$ cat config.mk
export PLATFORM = sky130hd
export DESIGN_NAME = key_event_sequencer
export DESIGN_NICKNAME = d
export VERILOG_FILES = /design/src/rtl/key_event_sequencer.sv
export SDC_FILE = /design/constraint.sdc
export NUM_CORES = 1
export LEC_CHECK = 0
export CORE_ASPECT_RATIO = 0.75
export CORE_MARGIN = 5
export CORE_UTILIZATION = 45
export CTS_CLUSTER_DIAMETER = 40
export DETAILED_ROUTE_END_ITERATION = 10
export RECOVER_POWER = 50
export SETUP_SLACK_MARGIN = 0.1
export SYNTH_ARGS = -nofsm -noshare
export SYNTH_HDL_FRONTEND = slang
export SYNTH_SLANG_ARGS = --single-unit
$ cat constraint.sdc
create_clock -name clk -period 5.06 [get_ports clk]
set_clock_uncertainty 0.2 [all_clocks]
set_input_delay 1.518 -clock clk [delete_from_list [all_inputs] [get_ports clk]]
set_output_delay 1.518 -clock clk [all_outputs]
set_load 0.03 [all_outputs]
$ cat src/rtl/key_event_sequencer.sv
// Debounced 4x4 keypad event sequencer with a two-digit multiplexed display.
// Accepts one key per full press/release cycle and shows the last two accepted digits.
module key_event_sequencer #(
    parameter logic [15:0] DEBOUNCE_CYCLES = 16'd4096,
    parameter logic [15:0] MUX_CYCLES      = 16'd1024
) (
    input  logic       clk,
    input  logic       reset,
    input  logic       press,
    input  logic [3:0] rows,
    input  logic [3:0] cols,
    output logic       key_valid,
    output logic [3:0] key_code,
    output logic [3:0] digit_new,
    output logic [3:0] digit_old,
    output logic [1:0] seg_sel,
    output logic [3:0] seg_digit
);
    localparam int unsigned CNT_W = 16;
    localparam logic [CNT_W-1:0] DEB_LAST = (DEBOUNCE_CYCLES <= 16'd1) ? 16'd0 : DEBOUNCE_CYCLES - 16'd1;
    localparam logic [CNT_W-1:0] MUX_LAST = (MUX_CYCLES <= 16'd1) ? 16'd0 : MUX_CYCLES - 16'd1;
    // Nibble i holds the code for row i/4, column i%4.
    localparam logic [63:0] KEY_MAP = 64'hDF0E_C987_B654_A321;

    typedef enum logic [1:0] {IDLE, CONFIRM, HELD, RELEASE} state_e;

    state_e           state_q, state_d;
    logic [CNT_W-1:0] cnt_q, cnt_d;
    logic [CNT_W-1:0] div_q, div_d;
    logic [3:0]       cand_q, cand_d;
    logic             key_valid_q, key_valid_d;
    logic [3:0]       key_code_q, key_code_d;
    logic [3:0]       digit_new_q, digit_new_d;
    logic [3:0]       digit_old_q, digit_old_d;
    logic [1:0]       seg_sel_q, seg_sel_d;
    logic [3:0]       seg_digit_q, seg_digit_d;

    logic [1:0]       row_idx_c, col_idx_c;
    logic [3:0]       code_c;
    logic             valid_c, active_c, accept_c;
    logic [3:0]       accept_code_c;
    logic [CNT_W-1:0] cnt_inc_c;

    // Combinational keypad decode.
    always_comb begin
        row_idx_c = 2'd0;
        col_idx_c = 2'd0;
        case (rows)
            4'b1101: row_idx_c = 2'd1;
            4'b1011: row_idx_c = 2'd2;
            4'b0111: row_idx_c = 2'd3;
            default: row_idx_c = 2'd0;
        endcase
        case (cols)
            4'b1101: col_idx_c = 2'd1;
            4'b1011: col_idx_c = 2'd2;
            4'b0111: col_idx_c = 2'd3;
            default: col_idx_c = 2'd0;
        endcase
        code_c   = KEY_MAP[{row_idx_c, col_idx_c, 2'b00} +: 4];
        valid_c  = press && $onehot(~rows) && $onehot(~cols);
        // Multi-key (ghost) contacts still mean a key is down, so they hold off release.
        active_c = press && (rows != 4'hF) && (cols != 4'hF);
    end

    assign cnt_inc_c = (cnt_q == '1) ? cnt_q : cnt_q + 16'd1;

    // Next-state and registered-output logic.
    always_comb begin
        state_d       = state_q;
        cnt_d         = cnt_q;
        cand_d        = cand_q;
        accept_c      = 1'b0;
        accept_code_c = cand_q;
        case (state_q)
            IDLE: begin
                if (valid_c) begin
                    cand_d = code_c;
                    cnt_d  = '0;
                    if (DEB_LAST == 16'd0) begin
                        accept_c      = 1'b1;
                        accept_code_c = code_c;
                        state_d       = HELD;
                    end else begin
                        state_d = CONFIRM;
                    end
                end
            end
            CONFIRM: begin
                if (valid_c && (code_c == cand_q)) begin
                    if (cnt_inc_c >= DEB_LAST) begin
                        accept_c = 1'b1;
                        cnt_d    = '0;
                        state_d  = HELD;
                    end else begin
                        cnt_d = cnt_inc_c;
                    end
                end else begin
                    cnt_d   = '0;
                    state_d = IDLE;
                end
            end
            HELD: begin
                if (!active_c) begin
                    cnt_d   = '0;
                    state_d = (DEB_LAST == 16'd0) ? IDLE : RELEASE;
                end
            end
            RELEASE: begin
                if (active_c) begin
                    cnt_d   = '0;
                    state_d = HELD;
                end else if (cnt_inc_c >= DEB_LAST) begin
                    cnt_d   = '0;
                    state_d = IDLE;
                end else begin
                    cnt_d = cnt_inc_c;
                end
            end
            default: begin
                cnt_d   = '0;
                state_d = IDLE;
            end
        endcase

        key_valid_d = accept_c;
        key_code_d  = accept_c ? accept_code_c : key_code_q;
        digit_new_d = accept_c ? accept_code_c : digit_new_q;
        digit_old_d = accept_c ? digit_new_q   : digit_old_q;

        // Free-running display mux; seg_digit follows next-cycle values so the pair stays aligned.
        div_d       = (div_q >= MUX_LAST) ? '0 : div_q + 16'd1;
        seg_sel_d   = (div_q >= MUX_LAST) ? ~seg_sel_q : seg_sel_q;
        seg_digit_d = (seg_sel_d == 2'b10) ? digit_new_d : digit_old_d;
    end

    always_ff @(posedge clk) begin
        if (!reset) begin
            state_q     <= IDLE;
            cnt_q       <= '0;
            div_q       <= '0;
            cand_q      <= '0;
            key_valid_q <= 1'b0;
            key_code_q  <= '0;
            digit_new_q <= '0;
            digit_old_q <= '0;
            seg_sel_q   <= 2'b10;
            seg_digit_q <= '0;
        end else begin
            state_q     <= state_d;
            cnt_q       <= cnt_d;
            div_q       <= div_d;
            cand_q      <= cand_d;
            key_valid_q <= key_valid_d;
            key_code_q  <= key_code_d;
            digit_new_q <= digit_new_d;
            digit_old_q <= digit_old_d;
            seg_sel_q   <= seg_sel_d;
            seg_digit_q <= seg_digit_d;
        end
    end

    assign key_valid = key_valid_q;
    assign key_code  = key_code_q;
    assign digit_new = digit_new_q;
    assign digit_old = digit_old_q;
    assign seg_sel   = seg_sel_q;
    assign seg_digit = seg_digit_q;
endmodule

==> results.md <==
* Seq pwr share at 0.485
* Post-Syn Area per Cell at 8.92 um^2
* Min Tclk post-route at 4800 ps
* Asr flop ratio synth at 0
* Max cap viols at 0
* Worst R2R Start: cnt_q[1]
* Comb pwr share at 0.112
* Hold Crit Class: reg -> reg
* Post-CTS Hold Buffers at 0
* PD cells at 225 mW/mm^2
* Pleak at around 1.8 nW
* Cell-internal power at 685 uW
* Number of fill cells at 704
* Ys Warns at 0
* Final Cell Area at 0.00421 mm^2
* Reg2reg setup slack at roughly 1600 ps
* DR pass1 iterations at 4
* Worst endpoint data arrival time at 4890 ps
* Gpl congestion at between 0.8 and 0.9
* NetSw at 261 uW
* Final nets at 466
* P&R area growth vs syn at 28.2%
* Antenna cells at 0
* R2r worst-path depth at 9
* # clock sinks at 57
* Worst-case vdd ir drop at 0.166 mV
* Vias in the first global route at 2706
* Slew Limit Fails at 0
* Hold Path Stages at 1
* TritonCTS buffer count at 9
* Most frequent CP cell: ha_1
* Hold Fails Final Rpt at 0
* Cells after synthesis at 368
* Unique masters post-synth at 72
* Status: finished, final reports clean
* Largest net degree at the start of global routing at 22
* Via/cell ratio at 5.33
* RSZ-0062 raised after global routing: false
* GR Overflow Total at 0
* Chip Height at 84.0 um
* Layout cells sized above 1 at 0.183
* Commonest non-fill, non-tap cells in the layout: dfxtp_1 (57), nand2_1 (40), buf_4 (32), nor2_1 (25), dlygate4sd3_1 (20)
* Required @ worst endpoint at about 5200 ps
* Worst slew pin tran at ~780 ps
* Final Non-Filler Cells at between 500 and 600
* Flop and latch count out of synthesis at 57
* Via Count at 2899
* Number of flops mapped to enable cells by yosys at 0
* Switching share of power at 0.276
* Primary FF master, synth: dfxtp_1
* CTS tree: yes
* CP Max Fanout at 8
* Clock share of power at 0.403
* Gr usage total at 0.175
* First-pass GRT wire length at 12.9 mm
* Port Buf Inserts at 29
* Relative slew slack at 0.481
* Endpoints failing setup at 0
* Cells after DPL at 523
* Syn Std Cell Area at 0.00328 mm^2
* Initial Util at 0.454
* Worst reg2reg endpoint: seg_digit[3]
* I/O pin cnt at 30
* Wire per inst at 14.2 um
* Commonest non-fill, non-tap cell in the layout: dfxtp_1
* Initial drt markers at roughly 150
* Critical Path End Type: register
* Die area at 0.00912 mm^2
* Total Wirelength at 7.73 mm
* WHS Endpoint: div_q[0]
* Level count of the clock H-tree at 3
* Clock Latency Late Sink at 340 ps
* Die width at roughly 110 um
* Placed instance area at 0.00390 mm^2
* Residual DRC at 0
* Sequential element share of the synthesized area at 0.348
* Post-layout util at 0.582
* Setup CP Type: in -> reg
* Initial antenna violation count at 0
* Largest stage delay on the critical path at between 500 and 600 ps
* Bufs and invs on worst path at 4
* ANT nets after route at 0
* CP cell instances: dlymetal6s2s_1, fa_1, inv_1, ha_1, ha_1, nor4b_2, nand3_1, a2111oi_4, o2111ai_2, a211oi_2, buf_4, o211ai_4, clkbuf_16, o21ai_0, o21a_1
* FP Rows at 27
* Dpl hpwl at ~5.5 mm
* Delay-heaviest family, CP: compound AO/OA/AOI/OAI gates
* Core Area at between 0.007 and 0.008 mm^2
* Root Driver: clkbuf_8
* Hold Startpoint: div_q[0]
* Clock slew at reported path FFs at about 70 ps
* Crit share post-route at 0.948
* Clk buf depth at 2
* Peak Freq at between 0.2 and 0.25 GHz
* Worst path slowest cell: fa_1
* Startpoint class of the critical path: primary input
==> final cells by class <==
type	instances	area (um^2)	area share
Multi-Input combinational cell	288	2080	0.493
Sequential cell	57	1140	0.271
Timing Repair Buffer	67	631	0.150
Tap cell	101	126	0.0300
Clock buffer	9	124	0.0294
Inverter	15	56.3	0.0134
Clock inverter	7	53.8	0.0128
==> routing by layer <==
metal  vias up  wire length (um)  track usage
met2        63              3260        0.246
met4         0                48       0.0378
li1       1475                 -            -
met5         -                 0            0
met3         6               376       0.0510
met1      1355              4050        0.261
==> synthesized netlist by cell type (all sizes together), types with 5 or more instances <==
cell    count  area share
a211oi      5       0.013
o211ai      5       0.013
o21ai      13       0.020
a31oi       5       0.011
nand4       5       0.016
nand2      41       0.048
inv        15       0.017
nand2b      7       0.016
buf         9       0.019
clkbuf      5      0.0057
nor3b      11       0.025
and3       15       0.029
nor2b       6       0.011
nor3        9       0.019
a21boi     17       0.040
dfxtp      57        0.35
ha         15       0.057
nand3      15       0.023
a21oi       7       0.012
nor2       25       0.029
xor2       11       0.029
==> what timing repair did <==
item	CTS	global route
setup endpoints to repair	25	29
cloned	1	2
setup buffers	1	1
pin swaps	6	6
gates resized for setup	3	18
==> sequential cells by signal, indices dropped and copies added, names as in the netlist <==
name,cells
accept_code_c,4
cnt_q,16
digit_new,4
digit_old,4
div_q,16
key_code,4
key_valid,1
seg_digit,4
seg_sel,2
state_q,2
==> logic make-up (layout without fill, tap and decap cells) <==
logic type                 Yosys count  in the layout  synth area share
and+or+nand+nor                    158            159             0.272
adders and majority gates           17             17            0.0694
buffers and inverters               29             98            0.0419
AOI/OAI and AO/OA                   86             86             0.212
other                                1              6           0.00114
DFF                                 57             57             0.348
xor gates and xnor gates            15             15            0.0400
muxes                                5              5            0.0156
==> power by group through the flow <==
stage	sequential, mW	combinational, mW	clock, mW
after floorplan	0.470	0.0569	0
after global placement	0.469	0.105	0
after detailed placement	0.469	0.106	0
after CTS	0.459	0.108	0.392
after global routing	0.459	0.119	0.416
final	0.459	0.106	0.382
==> through the flow <==
| step | TNS [ps] | worst slack (ps) | total power [mW] | hold WS, ps |
|---|---|---|---|---|
| detailed placement | -8700 | -412 | 0.575 | 232 |
| global route | 0 | 106 | 0.994 | 265 |
| CTS | 0 | 77.1 | 0.959 | 243 |
| floorplan | 0 | 212 | 0.527 | 213 |
| finish | 0 | 263 | 0.946 | 242 |
| global placement | -7910 | -390 | 0.574 | 223 |
==> worst register-to-register path: cells and delay by family (launching register included) <==
kind | cells | cell delay (ps)
and+or+nand+nor | 4 | 1040
muxes | 1 | 170
adders and majority gates | 1 | 460
AOI/OAI and AO/OA | 3 | 960
DFF | 1 | 530
==> how the worst max path moves through the flow <==
stage,slack (ps),to,cells after the start,startpoint
5_1_grt,110,cnt_q[10],15,cols[0]
3_5_place_dp,-410,seg_digit[3],13,cols[0]
4_1_cts,80,cnt_q[9],15,rows[0]
3_3_place_gp,-390,seg_digit[3],13,cols[0]
6_report,260,cnt_q[10],15,cols[0]
2_1_floorplan,210,seg_digit[2],13,cols[0]
No activity file was read; power rests on OpenSTA's default activity.
